<file path="src/rtl/rom_ddram_port_if.sv">
// ROM toggle-handshake bus: the download/68K side initiates, rom_ddram_port responds.
interface rom_ddram_port_if;
  logic [24:0] wraddr;
  logic [15:0] din;
  logic        we_req;
  logic        we_ack;
  logic [23:0] rdaddr;
  logic [15:0] dout;
  logic        rd_req;
  logic        rd_ack;

  modport master (output wraddr, din, we_req, rdaddr, rd_req,
                  input  we_ack, dout, rd_ack);
  modport slave  (input  wraddr, din, we_req, rdaddr, rd_req,
                  output we_ack, dout, rd_ack);
endinterface

</file>
<file path="src/rtl/rom_ddram_port.sv">
// ROM bus responder onto the DDR3 Avalon master, with a one-line 64-bit read cache.
module rom_ddram_port #(
  parameter logic [28:0] BASE = 29'h0600000
) (
  input  logic            clk_sys,
  input  logic            reset,
  rom_ddram_port_if.slave bus,
  input  logic            DDRAM_BUSY,
  output logic [7:0]      DDRAM_BURSTCNT,
  output logic [28:0]     DDRAM_ADDR,
  input  logic [63:0]     DDRAM_DOUT,
  input  logic            DDRAM_DOUT_READY,
  output logic            DDRAM_RD,
  output logic [63:0]     DDRAM_DIN,
  output logic [7:0]      DDRAM_BE,
  output logic            DDRAM_WE
);
  typedef enum logic [1:0] {IDLE, WRITE, READ, RDWAIT} state_t;

  state_t      state_q, state_d;
  logic        we_ack_q, we_ack_d, rd_ack_q, rd_ack_d;
  logic [15:0] dout_q, dout_d;
  logic        rd_q, rd_d, we_q, we_d;
  logic [28:0] addr_q, addr_d;
  logic [63:0] din_q, din_d;
  logic [7:0]  be_q, be_d;
  logic [63:0] line_q, line_d;
  logic [21:0] tag_q, tag_d, rtag_q, rtag_d;
  logic        valid_q, valid_d;
  logic [1:0]  lane_q, lane_d;
  logic        drain_q, drain_d;
  logic        we_pend, rd_pend, hit;
  logic        unused_wr_bit0;

  assign we_pend        = bus.we_req != we_ack_q;
  assign rd_pend        = bus.rd_req != rd_ack_q;
  assign hit            = valid_q && (tag_q == bus.rdaddr[23:2]);
  assign unused_wr_bit0 = bus.wraddr[0];

  always_comb begin
    state_d  = state_q;
    we_ack_d = we_ack_q;
    rd_ack_d = rd_ack_q;
    dout_d   = dout_q;
    rd_d     = rd_q;
    we_d     = we_q;
    addr_d   = addr_q;
    din_d    = din_q;
    be_d     = be_q;
    line_d   = line_q;
    tag_d    = tag_q;
    rtag_d   = rtag_q;
    valid_d  = valid_q;
    lane_d   = lane_q;

    // A read the DDR already accepted will still return data after a reset;
    // drain swallows that one beat so it cannot be mistaken for a new read.
    drain_d = drain_q;
    if (drain_q && DDRAM_DOUT_READY) drain_d = 1'b0;
    if (reset && ((state_q == RDWAIT && !DDRAM_DOUT_READY) ||
                  (state_q == READ && !DDRAM_BUSY)))
      drain_d = 1'b1;

    case (state_q)
      IDLE: begin
        if (we_pend) begin
          state_d = WRITE;
          we_d    = 1'b1;
          addr_d  = BASE + 29'(bus.wraddr[24:3]);
          din_d   = {4{bus.din}};
          be_d    = 8'b11 << {bus.wraddr[2:1], 1'b0};
          if (tag_q == bus.wraddr[24:3])
            line_d[{bus.wraddr[2:1], 4'b0} +: 16] = bus.din;
        end else if (rd_pend) begin
          if (hit) begin
            dout_d   = line_q[{bus.rdaddr[1:0], 4'b0} +: 16];
            rd_ack_d = ~rd_ack_q;
          end else if (!drain_q) begin
            state_d = READ;
            rd_d    = 1'b1;
            addr_d  = BASE + 29'(bus.rdaddr[23:2]);
            rtag_d  = bus.rdaddr[23:2];
            lane_d  = bus.rdaddr[1:0];
          end
        end
      end
      WRITE: if (!DDRAM_BUSY) begin
        we_d     = 1'b0;
        we_ack_d = ~we_ack_q;
        state_d  = IDLE;
      end
      READ: if (!DDRAM_BUSY) begin
        rd_d    = 1'b0;
        state_d = RDWAIT;
      end
      RDWAIT: if (DDRAM_DOUT_READY) begin
        line_d   = DDRAM_DOUT;
        tag_d    = rtag_q;
        valid_d  = 1'b1;
        dout_d   = DDRAM_DOUT[{lane_q, 4'b0} +: 16];
        rd_ack_d = ~rd_ack_q;
        state_d  = IDLE;
      end
      default: state_d = IDLE;
    endcase
  end

  always_ff @(posedge clk_sys) begin
    if (reset) begin
      state_q  <= IDLE;
      we_ack_q <= 1'b0;
      rd_ack_q <= 1'b0;
      dout_q   <= '0;
      rd_q     <= 1'b0;
      we_q     <= 1'b0;
      addr_q   <= BASE;
      din_q    <= '0;
      be_q     <= '0;
      valid_q  <= 1'b0;
    end else begin
      state_q  <= state_d;
      we_ack_q <= we_ack_d;
      rd_ack_q <= rd_ack_d;
      dout_q   <= dout_d;
      rd_q     <= rd_d;
      we_q     <= we_d;
      addr_q   <= addr_d;
      din_q    <= din_d;
      be_q     <= be_d;
      line_q   <= line_d;
      tag_q    <= tag_d;
      rtag_q   <= rtag_d;
      valid_q  <= valid_d;
      lane_q   <= lane_d;
    end
    drain_q <= drain_d;
  end

  assign bus.we_ack     = we_ack_q;
  assign bus.rd_ack     = rd_ack_q;
  assign bus.dout       = dout_q;
  assign DDRAM_BURSTCNT = 8'd1;
  assign DDRAM_ADDR     = addr_q;
  assign DDRAM_RD       = rd_q;
  assign DDRAM_DIN      = din_q;
  assign DDRAM_BE       = be_q;
  assign DDRAM_WE       = we_q;
endmodule

</file>
<file path="src/flat_wrapper.sv">
// flat-port wrapper written by rule: the top's interface ports become plain ports
module rom_ddram_port_flat 
#(
  parameter logic [28:0] BASE = 29'h0600000
)
  (clk_sys, reset, DDRAM_BUSY, DDRAM_BURSTCNT, DDRAM_ADDR, DDRAM_DOUT, DDRAM_DOUT_READY, DDRAM_RD, DDRAM_DIN, DDRAM_BE, DDRAM_WE, bus_wraddr, bus_din, bus_we_req, bus_rdaddr, bus_rd_req, bus_we_ack, bus_dout, bus_rd_ack);
  rom_ddram_port_if bus_i ();
  input  logic clk_sys;
  input  logic reset;
  input  logic DDRAM_BUSY;
  output logic [7:0] DDRAM_BURSTCNT;
  output logic [28:0] DDRAM_ADDR;
  input  logic [63:0] DDRAM_DOUT;
  input  logic DDRAM_DOUT_READY;
  output logic DDRAM_RD;
  output logic [63:0] DDRAM_DIN;
  output logic [7:0] DDRAM_BE;
  output logic DDRAM_WE;
  input wire logic [$bits(bus_i.wraddr)-1:0] bus_wraddr;
  input wire logic [$bits(bus_i.din)-1:0] bus_din;
  input wire logic [$bits(bus_i.we_req)-1:0] bus_we_req;
  input wire logic [$bits(bus_i.rdaddr)-1:0] bus_rdaddr;
  input wire logic [$bits(bus_i.rd_req)-1:0] bus_rd_req;
  output wire logic [$bits(bus_i.we_ack)-1:0] bus_we_ack;
  output wire logic [$bits(bus_i.dout)-1:0] bus_dout;
  output wire logic [$bits(bus_i.rd_ack)-1:0] bus_rd_ack;
  assign bus_i.wraddr = bus_wraddr;
  assign bus_i.din = bus_din;
  assign bus_i.we_req = bus_we_req;
  assign bus_i.rdaddr = bus_rdaddr;
  assign bus_i.rd_req = bus_rd_req;
  assign bus_we_ack = bus_i.we_ack;
  assign bus_dout = bus_i.dout;
  assign bus_rd_ack = bus_i.rd_ack;
  rom_ddram_port #(.BASE(BASE)) u_core (.clk_sys(clk_sys), .reset(reset), .bus(bus_i), .DDRAM_BUSY(DDRAM_BUSY), .DDRAM_BURSTCNT(DDRAM_BURSTCNT), .DDRAM_ADDR(DDRAM_ADDR), .DDRAM_DOUT(DDRAM_DOUT), .DDRAM_DOUT_READY(DDRAM_DOUT_READY), .DDRAM_RD(DDRAM_RD), .DDRAM_DIN(DDRAM_DIN), .DDRAM_BE(DDRAM_BE), .DDRAM_WE(DDRAM_WE));
endmodule
</file>
<file path="config.mk">
export PLATFORM = sky130hd
export DESIGN_NAME = rom_ddram_port_flat
export DESIGN_NICKNAME = d
export VERILOG_FILES = /design/src/rtl/rom_ddram_port_if.sv /design/src/rtl/rom_ddram_port.sv /design/src/flat_wrapper.sv
export SDC_FILE = /design/constraint.sdc
export NUM_CORES = 1
export LEC_CHECK = 0
export ABC_AREA = 1
export BUFFER_PORTS_ARGS = -buffer_cell sky130_fd_sc_hd__buf_2
export CAP_MARGIN = 5
export CELL_PAD_IN_SITES_DETAIL_PLACEMENT = 1
export CELL_PAD_IN_SITES_GLOBAL_PLACEMENT = 2
export CORE_MARGIN = 10
export CORE_UTILIZATION = 32
export DETAILED_ROUTE_END_ITERATION = 10
export HOLD_SLACK_MARGIN = 0.12
export PLACE_DENSITY_LB_ADDON = 0.1
export SLEW_MARGIN = 20
export SYNTH_ARGS = -nofsm -noshare
export SYNTH_HDL_FRONTEND = slang
export SYNTH_SLANG_ARGS = --single-unit
</file>
<file path="constraint.sdc">
create_clock -name clk_sys -period 6.91 [get_ports clk_sys]
set_input_delay 0 -clock clk_sys [delete_from_list [all_inputs] [get_ports clk_sys]]
set_output_delay 0 -clock clk_sys [all_outputs]
set_load 0.005 [all_outputs]
</file>
==> impl_results.md, run 1 <==
* Status: completed
* Critical path's slowest cell: nor2_2
* Clk root buf: clkbuf_16
* Hold crit path type: primary input to flip-flop
* Initial DRC Count at 415
* Initial antenna violation count at 2
* CP Buf/Inv Count at 2
* CTS clock-pin slew for the worst setup and hold paths at 0.08 ns
* Final hold violation count at 0
* Synthesized area at 9810 um^2
* Critical path's largest stage delay at 0.82 ns
* TritonCTS buffer count at 17
* Synth top area cells: edfxtp_1 (34%), dfxtp_1 (14%), nand2_1 (13%), buf_4 (5.4%), a21oi_1 (5.3%)
* Peak supply drop at 0.000135 V
* EDFF count, synth at 110
* CTS tree: done
* First-pass GRT wire length at 59000 um
* Clock latency on the worst-skew pair at 0.44 ns
* Clock sink count at 177
* Register area share after synthesis at 47.3%
* Crit path DAT at 3.74 ns
* Mux share of post-synthesis cell area at 0%
* Port bufs at 249
* Setup CP Type: flip-flop to flip-flop
* Initial Util at 32.2%
* CTS H-tree depth at 4
* Synth Warn # at 0
* Adder-cell share of the synthesized area at 0.510%
* Floorplan row count at 64
* CTS hold repair buffers at 122
* Final Skew at 0.0156 ns
* Data required, critical path at 6.96 ns
* Worst-case headroom to the max-slew limit at 30.2%
* Vias in the first global route at 10000
* Die area at 38100 um^2
* Postcts setup bufs at 0
* # resized after CTS at 0
* Final Cycle Share at 53.3%
* Ys flop type: edfxtp_1
* Core area at 30400 um^2
* Area grow syn2layout at 29.2%
* DRT Pass-1 Iters at 4
* Hold_ws at 0.113 ns
* WL final at 39000 um
* Synth Area in Compound Gates at 14.9%
* Post-detail-place hpwl at 28400 um
* CP delay by family, top: simple AND/OR/NAND/NOR gates
* Io pins at 264
* Routability Congestion at 0.818
* FF+latch count, synth at 177
* Count of cell types in the netlist at 38
* Clock period minus worst slack at 3.68 ns
* GRT Overall Usage at 19.9%
* Main combinational cell family by area after synthesis: simple AND/OR/NAND/NOR gates
* Antenna viol nets, final at 0
* Fraction of layout cells with a size suffix above 1 at 23.6%
* Synth Area in Simple Gates at 23.3%
* Post-route DRC violation count at 0
* Lkg Pwr at 5.61 nW
* Achievable Freq at 0.272 GHz
* Startpoint types: flip-flop
* Pwr Density at 285 nW/um^2
* Asr flop ratio synth at 0%
* Die height at 195 um
* RSZ-0062 raised after global routing: no
* Routed WL per cell at 20.4 um
* Worst slew pin tran at 1.05 ns
* TNS Setup at 0 ns
* Top cell type's share of synthesized area at 33.7%
* Max Slew Vio Count at 0
* Post-Syn Instances at 1229
* Largest net degree at the start of global routing at 74
* Final setup fails at 0
* Top cell by count, worst path: nand2_1
* Drt via density at 4.86
* Post-synth top area cell: edfxtp_1
* Bufs on Longest Clock Path at 2
* Die X at 195 um
* Maxcap violations at 0
* CP Capture Type: flip-flop
* DR vias at 9304
* Post-Synth XOR/XNOR Area at 1.07%
* Mean post-synth cell area at 7.98 um^2
* CP Max Fanout at 29
* Gr ovfl total at 0
* Post-layout net count at 1641
* Critical Path, Cell by Cell: nand2_1 -> inv_2 -> nand2_1 -> nand2_1 -> inv_1 -> nor2_1 -> nand2_1 -> nor2_2
## cells in the final DEF (no fill, tap or decap), types with 2 or more instances in the layout
cell type | synthesis | routed
inv_8 | 0 | 2
o22ai_1 | 10 | 10
clkinv_4 | 0 | 2
xnor2_1 | 11 | 11
clkbuf_16 | 0 | 19
a22o_1 | 16 | 16
buf_2 | 23 | 249
o21ai_1 | 2 | 2
nor2_2 | 2 | 5
dfxtp_1 | 67 | 67
inv_1 | 92 | 90
a21oi_2 | 23 | 23
nand4_1 | 3 | 3
a21oi_1 | 103 | 103
o21ai_0 | 78 | 78
buf_4 | 70 | 11
nand3_1 | 102 | 102
dlygate4sd3_1 | 0 | 122
nand2_1 | 335 | 335
diode_2 | 0 | 2
inv_2 | 8 | 10
edfxtp_1 | 110 | 110
inv_6 | 0 | 3
nand2_2 | 22 | 22
nor2_1 | 72 | 68
nand3b_1 | 3 | 3
conb_1 | 2 | 13
o31ai_1 | 15 | 15
ha_1 | 4 | 4
bufinv_16 | 0 | 2
## area by class of cell
class                   instances  area, um^2
fillers                      3665       17800
flip-flops and latches        177        4640
multi-input cells             824        3980
repair buffers                382        2550
well taps                     396         495
clock buffers                  21         493
inverters                     100         375
clock inverters                11         136
diodes                          2        5.00
## metal layers
metal	track usage, %	wire (um)	share of wire [%]	vias to the layer above
met5	0	0	0	-
met4	7.58	1220	3.1	0
met3	3.27	1490	3.8	47
met2	38.0	21100	54	203
met1	21.3	15200	39	4520
li1	-	-	-	4534
## power by group
group          switching [mW]  leakage (nW)  internal [mW]  total (mW)
clock network           0.464         0.311          0.596        1.06
registers              0.0926          1.57           1.29        1.38
logic                   0.756          3.73          0.418        1.17
total                    1.31          5.61           2.30        3.62
## Yosys cell counts, types with 3 or more instances
| library cell | n |
|---|---|
| buf_6 | 3 |
| nand2_1 | 335 |
| dfxtp_1 | 67 |
| ha_1 | 4 |
| a22o_1 | 16 |
| o31ai_1 | 15 |
| buf_2 | 23 |
| nand3_1 | 102 |
| edfxtp_1 | 110 |
| nand2_2 | 22 |
| clkbuf_1 | 37 |
| nand3b_1 | 3 |
| buf_1 | 3 |
| inv_1 | 92 |
| o21ai_0 | 78 |
| xnor2_1 | 11 |
| nand4_1 | 3 |
| nor2_1 | 72 |
| a21oi_2 | 23 |
| a21oi_1 | 103 |
| buf_4 | 70 |
| inv_2 | 8 |
| o22ai_1 | 10 |
## sequential cells by signal, summed over array words and instances (netlist names)
signal	count
u_core.DDRAM_ADDR	23
u_core.DDRAM_BE	4
u_core.DDRAM_DIN	16
u_core.DDRAM_RD	1
u_core.DDRAM_WE	1
u_core.bus.dout	16
u_core.bus.rd_ack	1
u_core.bus.we_ack	1
u_core.drain_q	1
u_core.lane_q	2
u_core.line_q	64
u_core.rtag_q	22
u_core.state_q	2
u_core.tag_q	22
u_core.valid_q	1
## worst reg2reg max path: cells and delay by family, from the launching register on
family        cells  cell delay (ns)
simple gates      6             2.06
buf+inv           2             0.78
flops             1             0.46
## metrics by stage
stage	cells	total power [mW]	instance area [um^2]	setup slack [ns]	utilization (%)
detailed placement	1757	2.55	10800	3.06	35.6
finish	1913	3.62	12700	3.23	41.7
global placement	1757	2.54	10800	3.15	35.6
global route	1911	3.84	12700	2.85	41.6
floorplan	1240	2.22	9850	3.78	-
CTS	1911	3.67	12700	3.05	41.6
## kinds of logic after synthesis
kind of cell             after synthesis
flip-flops                           177
AO/OA/AOI/OAI                        250
buffers and inverters                239
XOR/XNOR                              12
adder cells (fa/ha/maj)                4
other                                  2
AND/OR/NAND/NOR                      545
## path summary, 6_finish.rpt
path / startpoint / endpoint / slack [ns] / cells after the start
setup / recovery: u_core.state_q[0]$_SDFFE_PP0P_ / u_core.line_q[56]$_DFFE_PP_ / 3.23 / 8
hold / removal: bus_wraddr[4] / u_core.DDRAM_ADDR[1]$_SDFFE_PP0P_ / 0.11 / 5
setup reg to reg: u_core.state_q[0]$_SDFFE_PP0P_ / u_core.line_q[56]$_DFFE_PP_ / 3.23 / 8
hold reg to reg: u_core.rtag_q[0]$_DFFE_PP_ / u_core.tag_q[0]$_DFFE_PP_ / 0.43 / 0
(Power assumes the default switching activity.)
==> run 2, diff against run 1 <==
--- a/config.mk
+++ b/config.mk
@@ -5,13 +5,13 @@
 export SDC_FILE = /design/constraint.sdc
 export NUM_CORES = 1
 export LEC_CHECK = 0
-export ABC_AREA = 1
+export ABC_AREA = 0
 export BUFFER_PORTS_ARGS = -buffer_cell sky130_fd_sc_hd__buf_2
 export CAP_MARGIN = 5
 export CELL_PAD_IN_SITES_DETAIL_PLACEMENT = 1
 export CELL_PAD_IN_SITES_GLOBAL_PLACEMENT = 2
 export CORE_MARGIN = 10
-export CORE_UTILIZATION = 32
+export CORE_UTILIZATION = 30
 export DETAILED_ROUTE_END_ITERATION = 10
 export HOLD_SLACK_MARGIN = 0.12
 export PLACE_DENSITY_LB_ADDON = 0.1
==> constraint.sdc (replaced) <==
create_clock -name clk_sys -period 3.13 [get_ports clk_sys]
set_input_delay 0 -clock clk_sys [delete_from_list [all_inputs] [get_ports clk_sys]]
set_output_delay 0 -clock clk_sys [all_outputs]
set_load 0.005 [all_outputs]
==> run 2 against run 1 <==
Register-to-register slack got worse by 3.0 ns. Setup slack got worse by 3.0 ns. Core utilization up 0.10 points. Design area shrank 2.6%. Global-route usage fell by 1.9 points. Critical path depth fell by 3. Die area shrank 2.4%. Via count fell by 21%. Non-clock buffer count is 43 higher. Synthesized cell count is 40% lower. Sequential cell count is the same. Largest power group unchanged. Highest routed layer is now met5.
==> impl_results.md, run 2 <==
* Status: completed (unchanged)
* # resized after CTS at 0 (unchanged)
* Register area share after synthesis at 51.9% (was 47.3%)
* Largest Register: u_core.line_q (unchanged)
* CP Capture Type: flip-flop (unchanged)
* GRT Overall Usage at 18.0% (was 19.9%)
* Crit path DAT at 3.12 ns (was 3.74 ns)
* Hold Crit Start: bus_rdaddr[0] (was bus_wraddr[4])
* Io pins at 264 (unchanged)
* Final hold violation count at 0 (unchanged)
* Clock sink count at 177 (unchanged)
* Startpoint types: flip-flop (unchanged)
* Initial DRC Count at 416 (was 415)
* Final Skew at 0.0188 ns (was 0.0156 ns)
* Post-detail-place hpwl at 23600 um (was 28400 um)
* Area grow syn2layout at 37.9% (was 29.2%)
* Routed WL per cell at 22.8 um (was 20.4 um)
* Final worst slack at 0.196 ns (was 3.23 ns)
* Fraction of layout cells with a size suffix above 1 at 36.0% (was 23.6%)
* WL final at 33800 um (was 39000 um)
* Most common cell after layout, fill and taps aside: buf_2 (was nand2_1)
* Count of cell types in the netlist at 44 (was 38)
* DRT Pass-1 Iters at 5 (was 4)
* Drt via density at 4.95 (was 4.86)
* Number of flip-flops in the largest register at 64 (unchanged)
* Core area at 29600 um^2 (was 30400 um^2)
* Largest net degree at the start of global routing at 40 (was 74)
* Floorplan row count at 63 (was 64)
* Max Slew Vio Count at 0 (unchanged)
* Commonest cells post-synth: edfxtp_1 (110), nand2_1 (88), dfxtp_1 (67) (was nand2_1 (335), edfxtp_1 (110), a21oi_1 (103))
* Metal2 WL at 16300 um (was 21100 um)
* Fill count at 3203 (was 3665)
* Multi-input gate area at 3670 um^2 (was 3980 um^2)
* Top cell type's share of synthesized area at 36.9% (was 33.7%)
* Die area at 37100 um^2 (was 38100 um^2)
* Achievable Freq at 0.341 GHz (was 0.272 GHz)
* First-pass GRT wire length at 50200 um (was 59000 um)
* Post-layout net count at 1213 (was 1641)
* CTS H-tree depth at 4 (unchanged)
* Final Cycle Share at 93.7% (was 53.3%)
* Peak supply drop at 0.000323 V (was 0.000135 V)
* Worst-case headroom to the max-slew limit at 36.1% (was 30.2%)
* Die height at 193 um (was 195 um)
* TNS Setup at 0 ns (unchanged)
* Initial Util at 30.3% (was 32.2%)
* Most frequent cells in the layout: buf_2 (249), dlygate4sd3_1 (153), edfxtp_1 (110) (was nand2_1 (335), buf_2 (249), dlygate4sd3_1 (122))
* Port bufs at 249 (unchanged)
* Asr flop ratio synth at 0% (unchanged)
* CTS tree: done (unchanged)
* Register-to-register setup slack at 0.20 ns (was 3.23 ns)
* Final setup fails at 0 (unchanged)
* FF-to-FF path depth at 5 (was 8)
* Post-route DRC violation count at 0 (unchanged)
* Bufs on Longest Clock Path at 2 (unchanged)
* Post-synth top area cell: edfxtp_1 (unchanged)
* Routability Congestion at 0.814 (was 0.818)
* FF+latch count, synth at 177 (unchanged)
* Data required, critical path at 3.31 ns (was 6.96 ns)
* Lkg Pwr at 5.13 nW (was 5.61 nW)
* Vias in the first global route at 8130 (was 10000)
* Highest metal used: met5 (was met4)
* Routed length on met1 at 15100 um (was 15200 um)
* Die X at 193 um (was 195 um)
* Min-Delay Endpoint: u_core.lane_q[0]$_DFFE_PP_ (was u_core.DDRAM_ADDR[1]$_SDFFE_PP0P_)
* Hold Crit Depth at 1 (was 5)
* Antenna viol nets, final at 0 (unchanged)
* Reg2reg start: u_core.state_q[0]$_SDFFE_PP0P_ (unchanged)
* Setup CP Type: flip-flop to flip-flop (unchanged)
* CP Max Fanout at 31 (was 29)
* Placed Area at 10200 um^2 (was 10800 um^2)
* Initial antenna violation count at 4 (was 2)
* Pwr Density at 576 nW/um^2 (was 285 nW/um^2)
* Clk root buf: clkbuf_16 (unchanged)
* Pre-CTS setup slack at 0.558 ns (was 3.06 ns)
* DR vias at 7337 (was 9304)
* Worst slew pin tran at 0.958 ns (was 1.05 ns)
* Synth Warn # at 0 (unchanged)
* Post-Syn Instances at 736 (was 1229)
* WL met3 at 1870 um (was 1490 um)
* Synth top area cells: edfxtp_1 (37%), dfxtp_1 (15%), mux4_2 (8.1%), a22o_1 (6.3%), buf_4 (5.5%) (was edfxtp_1 (34%), dfxtp_1 (14%), nand2_1 (13%), buf_4 (5.4%), a21oi_1 (5.3%))
* Ys flop type: edfxtp_1 (unchanged)
* Design Area, Final at 12300 um^2 (was 12700 um^2)
* Mean post-synth cell area at 12.2 um^2 (was 7.98 um^2)
* CTS clock-pin slew for the worst setup and hold paths at 0.08 ns (about the same)
* Hold crit path type: primary input to flip-flop (unchanged)
* Clock period minus worst slack at 2.93 ns (was 3.68 ns)
* Synthesized area at 8950 um^2 (was 9810 um^2)
* Count leader, synth: edfxtp_1 (was nand2_1)
* TritonCTS buffer count at 17 (unchanged)
* R2r endpoint: u_core.line_q[63]$_DFFE_PP_ (was u_core.line_q[56]$_DFFE_PP_)
* Seq. cell area at 4640 um^2 (unchanged)
* EDFF count, synth at 110 (unchanged)
* Maxcap violations at 0 (unchanged)
* Gr ovfl total at 0 (unchanged)
* RSZ-0062 raised after global routing: no (unchanged)
* Clock latency on the worst-skew pair at 0.44 ns (about the same)
-- run 2: cell types whose count changed in the layout (fill, tap and decap cells not counted), sizes merged, moves of 16 or more --
cell | before | now
mux4 | 0 | 32
dlygate4sd3 | 122 | 153
inv | 106 | 16
nor2 | 74 | 32
a22o | 16 | 64
nand2 | 359 | 88
mux2 | 0 | 17
xnor2 | 11 | 41
a21oi | 126 | 24
mux2i | 0 | 16
nor2b | 0 | 19
nand3 | 103 | 22
o221a | 0 | 23
o21ai | 81 | 3
-- run 2: how the worst max path moves through the flow --
stage	startpoint	to	slack (ns)	depth (start not counted)
3_3_place_gp	u_core.tag_q[8]$_DFFE_PP_	u_core.bus.dout[8]$_SDFFE_PP0P_	0.60	5
5_1_grt	u_core.state_q[0]$_SDFFE_PP0P_	u_core.line_q[49]$_DFFE_PP_	0.04	5
3_5_place_dp	u_core.tag_q[20]$_DFFE_PP_	u_core.bus.dout[9]$_SDFFE_PP0P_	0.56	5
4_1_cts	u_core.state_q[0]$_SDFFE_PP0P_	u_core.line_q[49]$_DFFE_PP_	0.23	5
2_1_floorplan	u_core.state_q[0]$_SDFFE_PP0P_	u_core.line_q[16]$_DFFE_PP_	0.07	7
6_report	u_core.state_q[0]$_SDFFE_PP0P_	u_core.line_q[63]$_DFFE_PP_	0.20	5
-- run 2: through the flow --
step | hold slack [ns] | util [%] | power [mW] | instances
6_report | 0.165 | 41.8 | 7.11 | 1481
5_1_grt | 0.193 | 41.7 | 7.54 | 1480
4_1_cts | 0.164 | 41.7 | 7.21 | 1477
3_5_place_dp | 0.232 | 34.6 | 4.93 | 1292
3_3_place_gp | 0.227 | 34.6 | 4.88 | 1292
2_1_floorplan | 0.0989 | - | 4.21 | 747
-- run 2: timing repair --
item                      in CTS  in global routing
setup buffers                  0                  0
hold endpoints to repair     133                  0
hold buffers                 153                  0
-- run 2: kinds of logic (layout without fill, tap and decap cells) --
| family | Yosys count | count (layout) | synth area share, % |
|---|---|---|---|
| mux | 65 | 65 | 12.4 |
| buf+inv | 122 | 462 | 8.09 |
| flops | 177 | 177 | 51.9 |
| other cells | 2 | 17 | 0.0839 |
| simple gates | 191 | 191 | 10.1 |
| fa+ha+maj | 4 | 4 | 0.559 |
| compound gates | 126 | 126 | 12.0 |
| xor+xnor | 49 | 49 | 4.79 |
-- run 2: layout make-up --
cell class / instances / area share (%)
diodes: 4 / 0.0811
clock buffers: 17 / 3.45
clock inverters: 15 / 1.13
inverters: 5 / 0.152
multi-input cells: 448 / 29.7
flip-flops and latches: 177 / 37.6
well taps: 390 / 3.95
repair buffers: 425 / 23.9
-- run 2: routing by layer --
| layer | GRT usage, % | vias up |
|---|---|---|
| met5 | 0 | - |
| met1 | 23.7 | 3706 |
| li1 | - | 3331 |
| met3 | 4.16 | 34 |
| met4 | 4.71 | 2 |
| met2 | 29.2 | 264 |
-- run 2: where the power goes --
group / switching, mW / internal, mW
Combinational: 1.12 / 0.943
Clock: 1.03 / 1.06
Sequential: 0.205 / 2.75
Total: 2.36 / 4.75
-- run 2: worst max-delay path, cell delays in order (launching register included) --
cell           delay [ns]
dfxtp_1              0.57
and2_4               0.49
nor2_1               0.18
and4b_1              0.55
a22o_1               0.32
dlygate4sd3_1        0.56
